===== src/rtl/slink_phys_rx_oversample_if.sv =====
// Word handshake between the oversampling RX PHY and its consumer.
// The master (PHY) drives data/valid; the slave (consumer) drives ready.
interface slink_phys_rx_oversample_if #(
    parameter int DataWidth = 16
) ();
    logic [DataWidth-1:0] data;
    logic                 valid;
    logic                 ready;

    modport master (output data, output valid, input ready);
    modport slave  (input data, input valid, output ready);
endinterface


===== src/rtl/slink_phys_rx_oversample.sv =====
// Serial-link RX PHY that oversamples the forwarded clock and lanes with clk_i,
// schedules a delayed capture after each detected edge and queues words in a FIFO.
module slink_phys_rx_oversample #(
    parameter int NumLanes     = 8,
    parameter int EnDdr        = 1,
    parameter int SyncStages   = 2,
    parameter int FifoDepth    = 4,
    parameter int MaxSampleDly = 15,
    parameter int IdleCntWidth = 8,
    localparam int DataW       = NumLanes * ((EnDdr != 0) ? 2 : 1),
    localparam int DlyW        = $clog2(MaxSampleDly + 1)
) (
    input  logic                    clk_i,
    input  logic                    rst_ni,
    input  logic                    ddr_rcv_clk_i,
    input  logic [NumLanes-1:0]     ddr_i,
    input  logic [DlyW-1:0]         sample_dly_i,
    input  logic [IdleCntWidth-1:0] idle_cycles_i,
    input  logic                    clear_i,
    slink_phys_rx_oversample_if.master rx_o,
    output logic                    idle_o,
    output logic                    edge_err_o,
    output logic                    overflow_o
);
    typedef logic [DataW-1:0] phy_data_t;
    localparam int PtrW = $clog2(FifoDepth);

    logic [SyncStages-1:0]   sclk_q;
    logic [NumLanes-1:0]     lane_q [SyncStages];
    logic                    prev_q;
    logic                    sclk, rise, fall, any_edge, sched, idle_hit, idle_clr;
    logic [NumLanes-1:0]     slanes;

    logic                    pending_q, pending_d, type_q, type_d;
    logic [DlyW-1:0]         dly_q, dly_d, cnt;
    logic                    cap, cap_rise, err_evt;
    logic [IdleCntWidth-1:0] idle_cnt_q, idle_cnt_d;
    logic                    idle_q, idle_d;
    logic                    edge_err_q, overflow_q;

    logic                    push, pop, full, empty, do_push, ovf_evt;
    phy_data_t               push_data;
    phy_data_t               mem_q [FifoDepth];
    logic [PtrW:0]           wr_q, rd_q;

    // The TX parks its clock high, so the clock chain resets to 1 to avoid a fake fall.
    always_ff @(posedge clk_i or negedge rst_ni) begin
        if (!rst_ni) begin
            sclk_q <= '1;
            prev_q <= 1'b1;
            for (int i = 0; i < SyncStages; i++) lane_q[i] <= '0;
        end else begin
            sclk_q    <= {sclk_q[SyncStages-2:0], ddr_rcv_clk_i};
            prev_q    <= sclk;
            lane_q[0] <= ddr_i;
            for (int i = 1; i < SyncStages; i++) lane_q[i] <= lane_q[i-1];
        end
    end

    assign sclk     = sclk_q[SyncStages-1];
    assign slanes   = lane_q[SyncStages-1];
    assign rise     = sclk & ~prev_q;
    assign fall     = ~sclk & prev_q;
    assign any_edge = rise | fall;
    assign sched    = (EnDdr != 0) ? any_edge : rise;
    assign idle_hit = (idle_cycles_i != '0) && (idle_cnt_q >= idle_cycles_i);
    assign idle_clr = idle_hit & ~any_edge;

    // The delay is applied from the edge-detect cycle, so a delay of 0 captures immediately.
    always_comb begin
        pending_d = pending_q;
        dly_d     = dly_q;
        type_d    = type_q;
        cap       = 1'b0;
        err_evt   = sched & pending_q;
        cnt       = sched ? sample_dly_i : dly_q;
        cap_rise  = sched ? rise : type_q;
        if (sched) type_d = rise;
        if (idle_clr) begin
            pending_d = 1'b0;
        end else if (sched || pending_q) begin
            if (cnt == '0) begin
                cap       = 1'b1;
                pending_d = 1'b0;
            end else begin
                pending_d = 1'b1;
                dly_d     = cnt - 1'b1;
            end
        end
    end

    always_comb begin
        idle_cnt_d = (idle_cnt_q == '1) ? idle_cnt_q : idle_cnt_q + 1'b1;
        idle_d     = idle_q;
        if (any_edge) begin
            idle_cnt_d = '0;
            idle_d     = 1'b0;
        end else if (idle_hit) begin
            idle_d = 1'b1;
        end
    end

    if (EnDdr != 0) begin : g_ddr
        logic [NumLanes-1:0] low_q, low_d;
        logic                half_q, half_d;

        always_comb begin
            low_d  = low_q;
            half_d = half_q;
            if (idle_clr) begin
                half_d = 1'b0;
            end else if (cap && !cap_rise) begin
                low_d  = slanes;
                half_d = 1'b1;
            end else if (cap && cap_rise) begin
                half_d = 1'b0;
            end
        end

        always_ff @(posedge clk_i or negedge rst_ni) begin
            if (!rst_ni) begin
                low_q  <= '0;
                half_q <= 1'b0;
            end else begin
                low_q  <= low_d;
                half_q <= half_d;
            end
        end

        assign push      = cap & cap_rise & half_q;
        assign push_data = {slanes, low_q};
    end else begin : g_sdr
        assign push      = cap & cap_rise;
        assign push_data = slanes;
    end

    assign empty   = (wr_q == rd_q);
    assign full    = (wr_q[PtrW] != rd_q[PtrW]) && (wr_q[PtrW-1:0] == rd_q[PtrW-1:0]);
    assign pop     = ~empty & rx_o.ready;
    assign do_push = push & (~full | pop);
    assign ovf_evt = push & full & ~pop;

    always_ff @(posedge clk_i or negedge rst_ni) begin
        if (!rst_ni) begin
            pending_q  <= 1'b0;
            type_q     <= 1'b0;
            dly_q      <= '0;
            idle_cnt_q <= '0;
            idle_q     <= 1'b1;
            edge_err_q <= 1'b0;
            overflow_q <= 1'b0;
            wr_q       <= '0;
            rd_q       <= '0;
            for (int i = 0; i < FifoDepth; i++) mem_q[i] <= '0;
        end else begin
            pending_q  <= pending_d;
            type_q     <= type_d;
            dly_q      <= dly_d;
            idle_cnt_q <= idle_cnt_d;
            idle_q     <= idle_d;
            edge_err_q <= err_evt | (edge_err_q & ~clear_i);
            overflow_q <= ovf_evt | (overflow_q & ~clear_i);
            if (do_push) begin
                mem_q[wr_q[PtrW-1:0]] <= push_data;
                wr_q                  <= wr_q + 1'b1;
            end
            if (pop) rd_q <= rd_q + 1'b1;
        end
    end

    assign rx_o.data  = mem_q[rd_q[PtrW-1:0]];
    assign rx_o.valid = ~empty;
    assign idle_o     = idle_q;
    assign edge_err_o = edge_err_q;
    assign overflow_o = overflow_q;
endmodule


===== src/flat_wrapper.sv =====
// flat-port wrapper written by rule: the top's interface ports become plain ports
module slink_phys_rx_oversample_flat 
#(
    parameter int NumLanes     = 8,
    parameter int EnDdr        = 1,
    parameter int SyncStages   = 2,
    parameter int FifoDepth    = 4,
    parameter int MaxSampleDly = 15,
    parameter int IdleCntWidth = 8,
    localparam int DataW       = NumLanes * ((EnDdr != 0) ? 2 : 1),
    localparam int DlyW        = $clog2(MaxSampleDly + 1)
)
  (clk_i, rst_ni, ddr_rcv_clk_i, ddr_i, sample_dly_i, idle_cycles_i, clear_i, idle_o, edge_err_o, overflow_o, rx_o_data, rx_o_valid, rx_o_ready);
  slink_phys_rx_oversample_if #(.DataWidth(16)) rx_o_i ();
  input  logic clk_i;
  input  logic rst_ni;
  input  logic ddr_rcv_clk_i;
  input  logic [NumLanes-1:0] ddr_i;
  input  logic [DlyW-1:0] sample_dly_i;
  input  logic [IdleCntWidth-1:0] idle_cycles_i;
  input  logic clear_i;
  output logic idle_o;
  output logic edge_err_o;
  output logic overflow_o;
  output wire logic [$bits(rx_o_i.data)-1:0] rx_o_data;
  output wire logic [$bits(rx_o_i.valid)-1:0] rx_o_valid;
  input wire logic [$bits(rx_o_i.ready)-1:0] rx_o_ready;
  assign rx_o_data = rx_o_i.data;
  assign rx_o_valid = rx_o_i.valid;
  assign rx_o_i.ready = rx_o_ready;
  slink_phys_rx_oversample #(.NumLanes(NumLanes), .EnDdr(EnDdr), .SyncStages(SyncStages), .FifoDepth(FifoDepth), .MaxSampleDly(MaxSampleDly), .IdleCntWidth(IdleCntWidth)) u_core (.clk_i(clk_i), .rst_ni(rst_ni), .ddr_rcv_clk_i(ddr_rcv_clk_i), .ddr_i(ddr_i), .sample_dly_i(sample_dly_i), .idle_cycles_i(idle_cycles_i), .clear_i(clear_i), .rx_o(rx_o_i), .idle_o(idle_o), .edge_err_o(edge_err_o), .overflow_o(overflow_o));
endmodule

===== config.mk =====
export PLATFORM = sky130hd
export DESIGN_NAME = slink_phys_rx_oversample_flat
export DESIGN_NICKNAME = d
export VERILOG_FILES = /design/src/rtl/slink_phys_rx_oversample_if.sv /design/src/rtl/slink_phys_rx_oversample.sv /design/src/flat_wrapper.sv
export SDC_FILE = /design/constraint.sdc
export NUM_CORES = 1
export LEC_CHECK = 0
export BUFFER_PORTS_ARGS = -buffer_cell sky130_fd_sc_hd__buf_2
export CORE_ASPECT_RATIO = 1.2
export CORE_MARGIN = 2
export CORE_UTILIZATION = 52
export CTS_CLUSTER_SIZE = 40
export DETAILED_ROUTE_END_ITERATION = 10
export HOLD_SLACK_MARGIN = 0.02
export PLACE_DENSITY = 0.68
export SLEW_MARGIN = 20
export SYNTH_ARGS = -nofsm -noshare
export SYNTH_HDL_FRONTEND = slang
export SYNTH_SLANG_ARGS = --single-unit

===== constraint.sdc =====
create_clock -name clk_i -period 4 [get_ports clk_i]
set_input_delay 0.4 -clock clk_i [delete_from_list [all_inputs] [get_ports clk_i]]
set_output_delay 0.4 -clock clk_i [all_outputs]
set_load 0.02 [all_outputs]

; ---- Word level (Yosys, flattened, before mapping)
; Cells that the tools add are included.
[totals]
register_bits = 115
in_bits = 25
output_inout_bits = 20
elab_cells = 94
[op_classes]
add_sub_neg = 4
magnitude_cmp = 4
eq_ne = 5
mux = 21
bitwise_logic = 27
reduce_logical = 14
[ops]
columns = op, count
row1 = $bwmux W64, 1
row2 = $mux W16, 3
row3 = $bmux W16 S2, 1
row4 = $demux W16 S2, 1
row5 = $mux W8, 2
row6 = $and A1 B1 Y1, 12
row7 = $mux W1, 12
row8 = $not A1 Y1, 9
row9 = $add A8 B1 Y8 const B, 1
row10 = $eq A8 B8 Y1 const B, 1
row11 = $ge A8 B8 Y1, 1
row12 = $reduce_bool A8 Y1, 1
row13 = $add A3 B1 Y3 const B, 2
row14 = $ge A3 B3 Y1 const B, 2
row15 = $not A2 Y3, 2
row16 = $logic_and A1 B1 Y1, 5
row17 = $logic_not A4 Y1, 1
row18 = $mux W4, 1
row19 = $or A1 B1 Y1, 4
row20 = $reduce_bool A2 Y1, 2
row21 = $sub A4 B1 Y4 const B, 1
row22 = $eq A3 B3 Y1, 1
row23 = $lt A3 B1 Y1 const B, 1
row24 = $reduce_and A3 Y1, 1
row25 = 7 further kinds, 7

; ---- Logic depth before layout (Yosys ltp)
[depth]
ltp_word = 13
mapped_depth = 12
depth_no_buf = 8

; ---- Worst setup path after synthesis
; OpenSTA, ideal clock, no wires.
[synth_path]
kind = reg-to-reg
start = register u_core.prev_q
end = register u_core.mem_q[10] in the netlist's numbering
setup_time_ps = 125
t_arrival_ps = 2832
setup_slack_ps = 1043
stages_incl_launch_ff = 13
period_less_slack_ps = 2957
cell_sequence = dfstp_2 inv_1 ha_1 buf_2 buf_1 mux2i_1 ha_1 o221ai_1 nor2b_1 buf_6 nand4_4 buf_12 mux2_4
[synth_via]
elab_chain_len = 11
[synth_lines]
columns = element, line
row1 = "start, declared", slink_phys_rx_oversample.sv:30  ; logic prev_q;
row2 = "start signal, assigned", slink_phys_rx_oversample.sv:54  ; prev_q <= sclk;
row3 = $not A1 Y1, slink_phys_rx_oversample.sv:62  ; assign rise = sclk & ~prev_q;
row4 = $and A1 B1 Y1, slink_phys_rx_oversample.sv:62
row5 = $or A1 B1 Y1, slink_phys_rx_oversample.sv:64  ; assign any_edge = rise | fall;
row6 = $mux W4, slink_phys_rx_oversample.sv:76  ; cnt = sched ? sample_dly_i : dly_q;
row7 = $logic_not A4 Y1, slink_phys_rx_oversample.sv:82  ; if (cnt == '0) begin
row8 = $mux W1, slink_phys_rx_oversample.sv:82
row9 = $mux W1, slink_phys_rx_oversample.sv:81  ; end else if (sched || pending_q) begin
row10 = $mux W1, slink_phys_rx_oversample.sv:79  ; if (idle_clr) begin
row11 = $and A1 B1 Y1 * (2 in a row), slink_phys_rx_oversample.sv:130  ; assign push = cap & cap_rise & half_q;
row12 = $and A1 B1 Y1 *, slink_phys_rx_oversample.sv:140  ; assign do_push = push & (~full | pop);
row13 = "end signal, assigned by index", slink_phys_rx_oversample.sv:164  ; mem_q[wr_q[PtrW-1:0]] <= push_data;
row14 = "end, declared", slink_phys_rx_oversample.sv:43  ; phy_data_t mem_q [FifoDepth];
; Mark *: on every way between the ends. The rest lies on a longest branch, timed or not.
; A chain may end at the register's enable or synchronous reset.

; ---- Final worst setup path
[layout_path]
start = register u_core.prev_q
end = register u_core.mem_q[37] in the netlist's numbering
; Same word-level chain as after synthesis.

==> results.md <==
* Status: finished, final reports clean
* Die height at 115 µm
* R2r endpoint: u_core.mem_q[37]
* Clock root buffer: clkbuf_16
* Flop pwr share at 41.5%
* Layout cells sized above 1 at 42.4%
* Setup TNS at 0 ns
* Switching part of the total power at around 28%
* Global-route wire length before repair at 16900 µm
* WP data required at 4.29 ns
* Slew @ Worst Pin at 0.641 ns
* Drt initial violations at about 120
* CP endpoint kind: flip-flop
* GRT Util Overall at roughly a fifth
* PortBufs at 44
* DIE AREA at 11200 µm²
* Area leader, netlist: dfrtp_1
* Ys Warns at 0
* Area contributors post-synth: dfrtp_1, mux2_4, mux2_2, mux4_2, ha_1
* Register area share after synthesis at between 50 and 60%
* Pre-CTS WS at around 0.59 ns
* MaxCap Viol Count at 0
* Critical Path Start: u_core.prev_q
* Largest net degree at the start of global routing at 116
* Pre-Repair DR Iteration Count at 4
* Area Overhead vs Synth at 15.2%
* Synth Instances at ~360
* Fillers at 736
* Total grt overflow at 0
* Crit path capture: u_core.mem_q[37]
* Skew final at 0.0105 ns
* Pleak at between 3 and 4 nW
* Worst Path Arrival at 3.72 ns
* Worst VDD drop at 398 µV
* Util after Layout at 61.6%
* Fin nets at 453
* Synth top area share at 51.7%
* Reg-to-reg startpoint: u_core.prev_q
* Total CTS buffers at 17
* Clk slew on worst S/H paths at approximately 0.050 ns
* FF-to-FF path depth at 7
* Footprint of the multi-input gates at 2280 µm²
* RSZ-0062 raised after global routing: false
* Final hold vios at 0
* Number of synthesized register bits at around 120
* Clk pwr share at roughly two fifths
* Final setup vio count at 0
* Gpl congestion at 0.740
* Clk Latency, worst-skew pair at around 0.41 ns
* Syn Std Cell Area at between 5000 and 6000 µm²
* Drt wl/cell at 18.2 µm
* Starting Density at 53.5%
* Via density at 5.54
* Clk sinks at 115
* DIE WIDTH at 96.8 µm
* Avg Inst Size Synth at 15.1 µm²
* Reg2reg setup slack at 0.57 ns
* # Post-CTS Setup Buffers at 0
* P per Cell Area at around 580 nW/µm²
* Fin crit period at 3.43 ns
* Worst hold margin at 0.0480 ns
* FP Rows at 40
* CTS resizes at 0
* Routed Antenna Nets at 0
* CTS tree: built
* Slew Limit Fails at 0
* Final setup margin at 0.569 ns
* Vias at 3034
* Int Power at 2.61 mW
* CTS max path bufs at 2
* Number of antenna violations at the first check in global routing at 0
* Register area at 2880 µm²
* Combinational Power Share at 20.3%
* Rel. slew slack at between 50% and 60%
* CORE AREA at 10100 µm²
* N_diodes at 0
* H-Tree Depth at 4
* Tcrit/Tclk final at 85.8%
* # hold bufs at CTS at 0
* Syn Nets at about 400
* Startpoint type of the worst setup path: flip-flop
* Post-Route WL at 9960 µm
* I/O Pins at 45
* # DRC at 0
* Kind of critical path: flip-flop to flip-flop
* HPWL Detailed at roughly 6400 µm
* Worst min-delay path class: input pin to asynchronous set/reset pin
* Vias in the first global route at 3263
* NetSw at 992 µW
* Distinct cell type count after synthesis at 50
* Crit-path max FO at 21
* Fmax achieved at 291 MHz
## placed cells by master (no fill, tap or decap), types with 4 or more instances in the layout
cell type and instances:
clkbuf_16 17, ha_1 17, dfstp_2 4, nand3_1 11, mux2_2 36, nor3_1 5
dfrtp_1 111, xnor2_1 5, buf_4 4, inv_1 19, mux4_2 16, mux2_4 39
nand2_1 10, o21ai_0 5, o21a_1 4, mux2i_1 4, nand4_4 4, buf_2 43
nor2_1 10, clkbuf_1 5
## per-stage QoR
step,cells,power [mW],area [µm²]
6_report,548,3.60,6200
5_1_grt,548,3.79,6200
4_1_cts,548,3.64,6200
3_5_place_dp,518,2.25,5660
3_3_place_gp,518,2.23,5660
2_1_floorplan,357,2.04,5380
## worst min path at each step
stage / startpoint / to / slack (ns) / depth (start not counted)
final: rst_ni / u_core.dly_q[0] / 0.05 / 2
after global routing: ddr_rcv_clk_i / u_core.sclk_q[0] / 0.07 / 1
after floorplan: rst_ni / u_core.dly_q[0] / 0.10 / 0
after CTS: ddr_rcv_clk_i / u_core.sclk_q[0] / 0.08 / 1
after detailed placement: u_core.lane_q[11] / u_core.slanes[3] / 0.33 / 0
after global placement: u_core.lane_q[15] / u_core.slanes[7] / 0.33 / 0
## layout make-up
cell class | count | area share (%)
well taps | 126 | 2.54
multi-input cells | 209 | 36.8
repair buffers | 48 | 4.28
clock buffers | 25 | 7.84
clock inverters | 5 | 0.848
inverters | 20 | 1.21
flip-flops and latches | 115 | 46.5
## registers in the layout (all words and copies together) (netlist names), 2 cells and up
name / flops
u_core.dly_q: 4
u_core.slanes: 8
u_core.lane_q: 8
u_core.idle_cnt_q: 8
u_core.wr_q: 3
u_core.rd_q: 3
u_core.mem_q: 64
u_core.g_ddr.low_q: 8
u_core.sclk_q: 2
## cells in the mapped netlist (all sizes together)
library cell	count
dfrtp	111
mux2	75
inv	20
ha	17
mux4	16
buf	11
nand2	11
nand3	11
nor2	10
nand4	8
nor3	5
o21ai	5
xnor2	5
a21oi	4
dfstp	4
mux2i	4
o21a	4
xor2	4
nor2b	3
a221oi	2
a31oi	2
and4	2
clkbuf	2
nand2b	2
nor4	2
o211a	2
o31ai	2
or3	2
a2111oi	1
a21o	1
and2	1
and3b	1
nand3b	1
nor3b	1
o221ai	1
o22ai	1
o32ai	1
or4	1
or4b	1
## routing by layer
layer | track usage [%] | share of wire (%)
met1 | 24.8 | 45
met2 | 33.2 | 51
met3 | 5.53 | 2.5
met4 | 7.70 | 1.4
met5 | 0 | 0
## cell families (layout without fill, tap and decap cells)
family	after synthesis	count (layout)	share of synthesized area, %
AO/OA/AOI/OAI	26	26	3.42
XOR/XNOR	9	9	1.61
adder cells (fa/ha/maj)	17	17	3.96
buffers and inverters	33	98	4.05
flip-flops	115	115	53.6
multiplexers	95	95	25.9
AND/OR/NAND/NOR	62	62	7.49
## critical path: stages (launching register included)
cell     delay [ns]
dfstp_2        0.52
inv_1          0.04
ha_1           0.69
inv_2          0.20
a21oi_2        0.20
or4b_2         0.83
nand4_4        0.43
mux2_2         0.38
## power by group through the flow
| stage | clock network (mW) | logic (mW) | registers, mW |
|---|---|---|---|
| after detailed placement | 0 | 0.743 | 1.51 |
| after CTS | 1.40 | 0.748 | 1.49 |
| after floorplan | 0 | 0.573 | 1.47 |
| after global routing | 1.46 | 0.811 | 1.53 |
| final | 1.38 | 0.733 | 1.49 |
| after global placement | 0 | 0.723 | 1.50 |
Power figures use the tool's default switching activity.
